===== src/rtl/custom_leds_pwm_if.sv =====
// Avalon-MM slave bundle for the LED/button peripheral.
// The bridge drives the request fields and samples readdata.
interface custom_leds_pwm_if;
    logic [3:0]  avs_s0_address;
    logic        avs_s0_read;
    logic        avs_s0_write;
    logic [31:0] avs_s0_writedata;
    logic [31:0] avs_s0_readdata;

    modport master (
        output avs_s0_address,
        output avs_s0_read,
        output avs_s0_write,
        output avs_s0_writedata,
        input  avs_s0_readdata
    );

    modport slave (
        input  avs_s0_address,
        input  avs_s0_read,
        input  avs_s0_write,
        input  avs_s0_writedata,
        output avs_s0_readdata
    );
endinterface


===== src/rtl/custom_leds_pwm.sv =====
// LED/button peripheral: per-LED PWM with period-aligned duty reload,
// debounced buttons, sticky press capture and a level interrupt.
module custom_leds_pwm #(
    parameter int NUM_LEDS        = 8,
    parameter int NUM_BTNS        = 4,
    parameter int PWM_BITS        = 8,
    parameter int DEBOUNCE_CYCLES = 50000
) (
    input  logic                clk,
    input  logic                reset,
    custom_leds_pwm_if.slave    avs,
    input  logic [NUM_BTNS-1:0] button_in_port,
    output logic [NUM_LEDS-1:0] leds,
    output logic                irq
);
    localparam int CW = $clog2(DEBOUNCE_CYCLES);
    localparam logic [CW-1:0] DB_LAST = CW'(DEBOUNCE_CYCLES - 1);
    localparam logic [PWM_BITS-1:0] CNT_LAST =
        PWM_BITS'((1 << PWM_BITS) - 2);

    logic                pwm_en_q, pwm_en_d;
    logic                irq_en_q, irq_en_d;
    logic [NUM_LEDS-1:0] led_q, led_d;
    logic [15:0]         prescale_q, prescale_d;
    logic [PWM_BITS-1:0] duty_q [NUM_LEDS];
    logic [PWM_BITS-1:0] duty_d [NUM_LEDS];
    logic [PWM_BITS-1:0] act_q  [NUM_LEDS];
    logic [PWM_BITS-1:0] act_d  [NUM_LEDS];
    logic [NUM_BTNS-1:0] sync1_q, sync1_d;
    logic [NUM_BTNS-1:0] sync2_q, sync2_d;
    logic [NUM_BTNS-1:0] btn_q, btn_d;
    logic [NUM_BTNS-1:0] cap_q, cap_d;
    logic [CW-1:0]       db_q [NUM_BTNS];
    logic [CW-1:0]       db_d [NUM_BTNS];
    logic [15:0]         psc_q, psc_d;
    logic [PWM_BITS-1:0] cnt_q, cnt_d;
    logic [NUM_LEDS-1:0] leds_q, leds_d;
    logic                irq_q, irq_d;
    logic [31:0]         rdata_q, rdata_d;

    logic [NUM_LEDS-1:0] pwm_on;
    logic [NUM_BTNS-1:0] w1c;
    logic [31:0]         rmux;
    logic                tick;
    logic                wr;
    logic [3:0]          addr;

    assign wr   = avs.avs_s0_write;
    assign addr = avs.avs_s0_address;

    always_comb begin
        pwm_en_d   = pwm_en_q;
        irq_en_d   = irq_en_q;
        led_d      = led_q;
        prescale_d = prescale_q;
        duty_d     = duty_q;
        act_d      = act_q;
        db_d       = db_q;
        btn_d      = btn_q;
        sync1_d    = button_in_port;
        sync2_d    = sync1_q;
        w1c        = '0;
        cnt_d      = cnt_q;
        pwm_on     = '0;
        rmux       = '0;
        rdata_d    = rdata_q;

        if (wr && addr == 4'd0) begin
            pwm_en_d = avs.avs_s0_writedata[0];
            irq_en_d = avs.avs_s0_writedata[1];
        end
        if (wr && addr == 4'd1)
            led_d = avs.avs_s0_writedata[NUM_LEDS-1:0];
        if (wr && addr == 4'd3)
            w1c = avs.avs_s0_writedata[NUM_BTNS-1:0];
        if (wr && addr == 4'd4)
            prescale_d = avs.avs_s0_writedata[15:0];
        for (int i = 0; i < NUM_LEDS; i++)
            if (wr && addr == 4'(8 + i))
                duty_d[i] = avs.avs_s0_writedata[PWM_BITS-1:0];

        // Counter only runs while the synchronized level disagrees with BTN.
        for (int i = 0; i < NUM_BTNS; i++) begin
            if (sync2_q[i] == btn_q[i]) begin
                db_d[i] = '0;
            end else if (db_q[i] == DB_LAST) begin
                btn_d[i] = sync2_q[i];
                db_d[i]  = '0;
            end else begin
                db_d[i] = db_q[i] + CW'(1);
            end
        end
        cap_d = (cap_q & ~w1c) | (btn_d & ~btn_q);
        irq_d = irq_en_q & (|cap_q);

        tick  = (psc_q == prescale_q);
        psc_d = tick ? 16'd0 : psc_q + 16'd1;
        if (wr && addr == 4'd4)
            psc_d = 16'd0;
        // Duty reloads only at the period boundary so a period is never cut.
        if (tick) begin
            if (cnt_q == CNT_LAST) begin
                cnt_d = '0;
                act_d = duty_q;
            end else begin
                cnt_d = cnt_q + PWM_BITS'(1);
            end
        end
        for (int i = 0; i < NUM_LEDS; i++)
            pwm_on[i] = (cnt_q < act_q[i]);
        leds_d = led_q & (pwm_en_q ? pwm_on : '1);

        case (addr)
            4'd0: rmux[1:0] = {irq_en_q, pwm_en_q};
            4'd1: rmux[NUM_LEDS-1:0] = led_q;
            4'd2: rmux[NUM_BTNS-1:0] = btn_q;
            4'd3: rmux[NUM_BTNS-1:0] = cap_q;
            4'd4: rmux[15:0] = prescale_q;
            default: begin
                for (int i = 0; i < NUM_LEDS; i++)
                    if (addr == 4'(8 + i))
                        rmux[PWM_BITS-1:0] = duty_q[i];
            end
        endcase
        if (avs.avs_s0_read)
            rdata_d = rmux;
    end

    always_ff @(posedge clk) begin
        if (reset) begin
            pwm_en_q   <= 1'b0;
            irq_en_q   <= 1'b0;
            led_q      <= '0;
            prescale_q <= '0;
            for (int i = 0; i < NUM_LEDS; i++) begin
                duty_q[i] <= '0;
                act_q[i]  <= '0;
            end
            for (int i = 0; i < NUM_BTNS; i++)
                db_q[i] <= '0;
            sync1_q <= '0;
            sync2_q <= '0;
            btn_q   <= '0;
            cap_q   <= '0;
            psc_q   <= '0;
            cnt_q   <= '0;
            leds_q  <= '0;
            irq_q   <= 1'b0;
            rdata_q <= '0;
        end else begin
            pwm_en_q   <= pwm_en_d;
            irq_en_q   <= irq_en_d;
            led_q      <= led_d;
            prescale_q <= prescale_d;
            duty_q     <= duty_d;
            act_q      <= act_d;
            db_q       <= db_d;
            sync1_q    <= sync1_d;
            sync2_q    <= sync2_d;
            btn_q      <= btn_d;
            cap_q      <= cap_d;
            psc_q      <= psc_d;
            cnt_q      <= cnt_d;
            leds_q     <= leds_d;
            irq_q      <= irq_d;
            rdata_q    <= rdata_d;
        end
    end

    assign leds                = leds_q;
    assign irq                 = irq_q;
    assign avs.avs_s0_readdata = rdata_q;
endmodule

===== src/flat_wrapper.sv =====
// flat-port wrapper written by rule: the top's interface ports become plain ports
module custom_leds_pwm_flat 
#(
    parameter int NUM_LEDS        = 8,
    parameter int NUM_BTNS        = 4,
    parameter int PWM_BITS        = 8,
    parameter int DEBOUNCE_CYCLES = 50000
)
  (clk, reset, button_in_port, leds, irq, avs_avs_s0_address, avs_avs_s0_read, avs_avs_s0_write, avs_avs_s0_writedata, avs_avs_s0_readdata);
  custom_leds_pwm_if avs_i ();
  input  logic clk;
  input  logic reset;
  input  logic [NUM_BTNS-1:0] button_in_port;
  output logic [NUM_LEDS-1:0] leds;
  output logic irq;
  input wire logic [$bits(avs_i.avs_s0_address)-1:0] avs_avs_s0_address;
  input wire logic [$bits(avs_i.avs_s0_read)-1:0] avs_avs_s0_read;
  input wire logic [$bits(avs_i.avs_s0_write)-1:0] avs_avs_s0_write;
  input wire logic [$bits(avs_i.avs_s0_writedata)-1:0] avs_avs_s0_writedata;
  output wire logic [$bits(avs_i.avs_s0_readdata)-1:0] avs_avs_s0_readdata;
  assign avs_i.avs_s0_address = avs_avs_s0_address;
  assign avs_i.avs_s0_read = avs_avs_s0_read;
  assign avs_i.avs_s0_write = avs_avs_s0_write;
  assign avs_i.avs_s0_writedata = avs_avs_s0_writedata;
  assign avs_avs_s0_readdata = avs_i.avs_s0_readdata;
  custom_leds_pwm #(.NUM_LEDS(NUM_LEDS), .NUM_BTNS(NUM_BTNS), .PWM_BITS(PWM_BITS), .DEBOUNCE_CYCLES(DEBOUNCE_CYCLES)) u_core (.clk(clk), .reset(reset), .avs(avs_i), .button_in_port(button_in_port), .leds(leds), .irq(irq));
endmodule

===== config.mk =====
export PLATFORM = sky130hd
export DESIGN_NAME = custom_leds_pwm_flat
export DESIGN_NICKNAME = d
export VERILOG_FILES = /design/src/rtl/custom_leds_pwm_if.sv /design/src/rtl/custom_leds_pwm.sv /design/src/flat_wrapper.sv
export SDC_FILE = /design/constraint.sdc
export NUM_CORES = 1
export LEC_CHECK = 0
export CORE_MARGIN = 5
export CORE_UTILIZATION = 55
export DETAILED_ROUTE_END_ITERATION = 8
export PLACE_DENSITY = 0.75
export SYNTH_ARGS = -nofsm -noshare
export SYNTH_HDL_FRONTEND = slang
export SYNTH_SLANG_ARGS = --single-unit

===== constraint.sdc =====
create_clock -name clk -period 4.83 [get_ports clk]
set_clock_uncertainty 0.2 [all_clocks]
set_input_delay 0.483 -clock clk [delete_from_list [all_inputs] [get_ports clk]]
set_output_delay 0.483 -clock clk [all_outputs]
set_load 0.01 [all_outputs]

==> results.md, run 1 <==
* Crit-path cells: nand4_1 -> nor3_4 -> buf_4 -> buf_4 -> a21oi_1 -> a31o_2
* Slowest-stage cell, CP: dfxtp_1
* Initial DRC count at 1055
* CP Data Required Time at 5.07 ns
* Critical Path Sink Type: flop
* Area grow syn2layout at 11.6%
* Cell Pwr Density at around 350 mW/mm^2
* Top_reg_cell synth: dfxtp_1
* Final Cell Area at 0.0149 mm^2
* FF+latch count, synth at 283
* Die X at approximately 170 um
* # Max-Cap Violations at 0
* Worst rel slew slack at 0.357
* Io pins at 85
* CP Max Fanout at 35
* Setup ws final at around 1.5 ns
* Initial antenna violation count at 0
* Critical Path AT at about 3.5 ns
* Routed Antenna Nets at 0
* Layout cell share with drive strength beyond 1 at 0.0618
* R2R cell count at 6
* Die Area at about 0.027 mm^2
* Fillers at ~2100
* Final Non-Filler Cells at about 1900
* Vias in the first global route at 10600
* Final-report hold violation count at 0
* Critical path startpoint category: flop
* Final Power at between 5 and 6 mW
* YS warnings at 0
* # placed instances at ~1800
* Inserted Clock Buffers at 30
* Number of flops mapped to enable cells by yosys at 0
* Synth Instances at ~1500
* Wire length of the first global-routing pass at approximately 56 mm
* Final Max Tran Viols at 0
* Gpl congestion at 0.869
* Worst VDD drop at approximately 230 uV
* Placed Instance Area at around 0.014 mm^2
* Avg Cell Area, Syn at 8.84 um^2
* Nets at approximately 1600
* Root Buffer Master: clkbuf_16
* Core ar. at between 0.02 and 0.025 mm^2
* Worst-Margin Slew at around 0.96 ns
* Final Util at 0.618
* Leak pwr at about 5.2 nW
* WHS Path Cells at 2
* Chip Height at 166 um
* Total GRT Usage at 0.243
* FP Rows at 57
* Setup Fix Bufs, Post-CTS at 0
* TritonCTS clock tree: yes
* Sequential element share of the synthesized area at 0.424
* H-tree Lvls at 1
* Status: finished clean
* Vias at 11000
* CTS Hold Buffers Added at 0
* Residual DRC at 0
* Critical path's largest stage delay at 0.85 ns
* Hold Crit Class: primary input to flop
* RSZ-0062 raised after global routing: no
* Reg-to-reg slack, setup at 1.54 ns
* Diodes inserted at 0
* Via density at approximately 6
* Unique cell type count in the Yosys netlist at 66
* Cell Area, Synth at roughly 0.013 mm^2
* First drt pass iteration count at 5
* Achievable Freq at between 0.3 and 0.4 GHz
* Clk sink count at 283
* Worst Setup Path Type: flop to flop
* Skew-Pair Late Insertion Delay at between 0.5 and 0.6 ns
* Longest Clk Path Bufs at 3
* Number of port buffers at between 50 and 60
* Setup WS pre-CTS at around 1.5 ns
* Post-DP HPWL at approximately 22 mm
* # resized after CTS at 0
* Fin Setup TNS at 0 ns
* WL/cell at ~19 um
* CTS clk-pin slew, worst paths at roughly 0.060 ns
* Most used cell, CP: buf_4
* Initial Util at 0.554
* Global route overflow at 0
* DRT Wirelength at ~35 mm
* Synth async-reset ratio at 0
* Final period util at 0.682
* Hold WS at 0.197 ns
* Pin count of the biggest net entering global routing at 87
* Setup violators final at 0
* Tmin final at roughly 3.3 ns
==> synth_stat cells, drive strengths merged, types with 6 or more instances <==
cell,instances,area (um^2)
a21oi,66,330
mux2i,77,771
nand4,88,551
nor4,6,58.8
buf,57,337
nand2,111,417
inv,75,282
xnor2,53,464
and4,7,61.3
a31o,8,70.1
ha,63,788
dfxtp,283,5670
nor3,11,60.1
and3,21,131
o21ai,16,80.1
a21o,16,120
clkbuf,58,218
nor2b,16,100
a31oi,13,81.3
nand3,65,325
nand2b,12,75.1
a221oi,6,52.6
a22oi,12,90.1
xor2,36,315
o31ai,57,428
nor2,197,757
o211ai,11,82.6
a211oi,6,45.0
and2,6,37.5
==> power breakdown <==
part           internal, mW  switching [mW]  leakage [nW]  total [mW]
clock                  1.27           0.981         0.465        2.26
sequential             2.36          0.0387          2.28        2.40
combinational         0.160           0.329          2.49       0.489
==> area by class of cell <==
type	count	area, um^2	share of cell area
clock inverters	15	145	0.00974
repair buffers	71	664	0.0446
multi-input cells	1052	6910	0.464
inverters	76	285	0.0191
well taps	324	405	0.0272
clock buffers	39	826	0.0554
flip-flops and latches	283	5670	0.380
==> sequential cells by signal, summed over array words and instances (netlist names) <==
register,cells
u_core.btn_q,4
u_core.led_q,8
u_core.cap_q,4
u_core.avs.avs_s0_readdata,16
u_core.irq_en_q,1
u_core.cnt_q,8
u_core.duty_q,64
u_core.pwm_en_q,1
u_core.leds,8
u_core.act_q,64
u_core.irq,1
u_core.sync1_q,4
u_core.psc_q,16
u_core.db_q,64
u_core.sync2_q,4
u_core.prescale_q,16
==> cell usage in the layout (no fill, tap or decap), types with 7 or more instances in the layout <==
master and instances:
a21o_1 16, a21oi_1 66, a22oi_1 12, a31oi_1 13
and3_1 21, and4_1 7, buf_4 19, clkbuf_16 31
clkdlybuf4s50_1 51, conb_1 16, dfxtp_1 283, ha_1 63
inv_1 74, mux2i_1 77, nand2_1 111, nand2b_1 12
nand3_1 65, nand4_1 88, nor2_1 190, nor2_2 7
nor2b_1 16, nor3_1 10, o211ai_1 11, o21ai_0 16
o31ai_1 57, xnor2_1 53, xor2_1 36
==> layer usage <==
metal  wire [um]  global-route usage
met3        2800              0.0402
met4        1040              0.0750
met1       15100               0.343
met2       15700               0.384
met5           0                   0
==> path summary, 6_finish.rpt <==
| check | startpoint | end |
|---|---|---|
| min reg2reg | u_core.sync1_q[0] | u_core.sync2_q[0] |
| max | u_core.cnt_q[2] | u_core.act_q[40] |
| min | reset | u_core.led_q[1] |
| max reg2reg | u_core.cnt_q[2] | u_core.act_q[40] |
==> kinds of logic after synthesis <==
group,after synthesis,share of synthesized area
AO/OA/AOI/OAI,238,0.121
XOR/XNOR,89,0.0584
adder cells (fa/ha/maj),63,0.0590
buffers and inverters,191,0.0629
flip-flops,283,0.424
multiplexers,86,0.0695
other,1,0.000281
AND/OR/NAND/NOR,560,0.205
==> worst max-delay path, delay by kind of cell, from the launching register on <==
family	cells	cell delay (ns)
AO/OA/AOI/OAI	2	0.40
buffers and inverters	2	0.94
flip-flops	1	0.85
AND/OR/NAND/NOR	2	0.79
Power figures use the tool's default switching activity.
==> inputs of run 2 (changes only) <==
Settings changed: CORE_UTILIZATION 55 to 54, PLACE_DENSITY 0.75 to 0.77.
Clock period 4.83 ns to 2.9 ns, I/O delays scaled along.
==> results.md, run 2 (same netlist as run 1, synthesis figures left out) <==
* Status: finished clean
* CP Data Required Time at roughly 3.1 ns
* Critical Path AT at 2.68 ns
* Total GRT Usage at 0.235
* Placed Instance Area at between 0.01 and 0.015 mm^2
* Hold path start: avs_avs_s0_writedata[10]
* Gpl congestion at approximately 0.90
* Crit. Startpoint: u_core.psc_q[6]
* Layout cell share with drive strength beyond 1 at 0.0775
* Chip Height at approximately 170 um
* Worst rel slew slack at 0.543
* First drt pass iteration count at 5
* Tmin final at 2.48 ns
* Diodes inserted at 0
* # Max-Cap Violations at 0
* Final Max Tran Viols at 0
* Worst Setup Path Type: flop to flop
* Vias at 11100
* Io pins at 85
* Area of the multi-input gates at approximately 0.0069 mm^2
* Achievable Freq at 0.403 GHz
* Cell Pwr Density at ~570 mW/mm^2
* Final period util at 0.855
* Final-report hold violation count at 0
* RSZ-0062 raised after global routing: no
* Core ar. at between 0.02 and 0.025 mm^2
* Die X at 167 um
* Initial Util at 0.549
* Routed Antenna Nets at 0
* Area grow syn2layout at 13.8%
* Leak pwr at 5.42 nW
* Worst VDD drop at about 490 uV
* H-tree Lvls at 1
* Inserted Clock Buffers at 30
* CP Max Fanout at 45
* Longest Clk Path Bufs at 3
* Clk sink count at ~280
* Root Buffer Master: clkbuf_16
* CTS clk-pin slew, worst paths at approximately 0.060 ns
* Skew-Pair Late Insertion Delay at 0.55 ns
* Worst-Margin Slew at about 0.7 ns
* Most common cell after layout, fill and taps aside: dfxtp_1
* TritonCTS clock tree: yes
* Most frequent cells in the layout: 283 x dfxtp_1, 190 x nor2_1, 111 x nand2_1, 88 x nand4_1, 77 x mux2i_1
* Hold Crit Class: primary input to flop
* Number of port buffers at 52
* WL/cell at 18.1 um
* Regs by FF count: u_core.act_q x64, u_core.db_q x64, u_core.duty_q x64
* Global route overflow at 0
* DRT Wirelength at about 34 mm
* Final Cell Area at between 0.015 and 0.02 mm^2
* Critical Path Sink Type: flop
* R2r startpoint: u_core.psc_q[6]
* Post-DP HPWL at between 20 and 25 mm
* Setup violators final at 0
* Fin Setup TNS at 0 ns
* Fillers at approximately 2000
* Critical path startpoint category: flop
* Hold WS at just over 0.09 ns
* Initial DRC count at 1003
* Vias in the first global route at roughly 11000
* Wire length of the first global-routing pass at approximately 55 mm
* Register area at 0.00567 mm^2
* Initial antenna violation count at 0
* Residual DRC at 0
* FP Rows at 57
* Via density at a little under 6
* Die Area at 0.0280 mm^2
* Nets at 1646
* Pin count of the biggest net entering global routing at 129
-- run 2: cell types whose count changed in the layout (fill, tap and decap cells not counted), moves of 2 or more --
cell       change
buf_4         +17
clkinv_2      +10
buf_12         +7
clkinv_4       -6
inv_6          -4
bufinv_16      +2
-- run 2: through the flow --
stage / setup WS, ns / utilization / cells / total power, mW
after floorplan: 0.808 / - / 1526 / 4.61
after global placement: 0.196 / 0.584 / 1830 / 4.92
after detailed placement: 0.158 / 0.584 / 1830 / 4.93
after CTS: 0.473 / 0.625 / 1886 / 8.73
after global routing: 0.279 / 0.625 / 1886 / 8.98
final: 0.421 / 0.625 / 1886 / 8.70
-- run 2: cell type report --
class / instances / share of cell area
sequential: 283 / 0.373
clock buffer: 38 / 0.0541
timing repair buffer: 96 / 0.0620
multi-input combinational: 1052 / 0.455
clock inverter: 17 / 0.0110
tap: 324 / 0.0267
inverter: 76 / 0.0188
-- run 2: power by group --
| part | internal, mW | leakage [nW] | switching [mW] |
|---|---|---|---|
| Sequential | 3.93 | 2.28 | 0.0578 |
| Clock | 2.27 | 0.488 | 1.57 |
| Combinational | 0.301 | 2.65 | 0.578 |
| Total | 6.50 | 5.42 | 2.20 |
-- run 2: final timing paths --
check                                to  slack (ns)  depth (start not counted)
setup / recovery        u_core.act_q[4]        0.42                          6
setup reg to reg        u_core.act_q[4]        0.42                          6
hold reg to reg         u_core.db_q[16]        0.24                          1
hold / removal    u_core.prescale_q[10]        0.09                          3
-- run 2: worst max-delay path, cell delays in order (launching register included) --
cell,delay (ns)
dfxtp_1,0.47
xnor2_1,0.16
nand4_1,0.16
nor4_4,0.65
and2_2,0.30
buf_12,0.24
o31ai_1,0.12
-- run 2: repair_timing --
item / 4_1_cts / 5_1_grt
setup endpoints to repair: 0 / 0
resized for setup: 0 / 0
hold buffers: 1 / 0
endpoints found under the hold margin: 19 / 0
buffers inserted: 0 / 0
-- run 2: layer usage --
layer / up-vias / track usage / share of wire / wire length (um)
met2: 389 / 0.388 / 0.46 / 15800
met5: - / 0 / 0 / 0
li1: 5330 / - / - / -
met3: 87 / 0.0365 / 0.073 / 2480
met4: 0 / 0.0769 / 0.031 / 1070
met1: 5257 / 0.318 / 0.43 / 14800
==> inputs of run 3 (changes only) <==
Settings changed: CAP_MARGIN set to 40.
==> results of run 3 <==
Same layout as run 2: the final DEF is identical, and so are final timing and power.
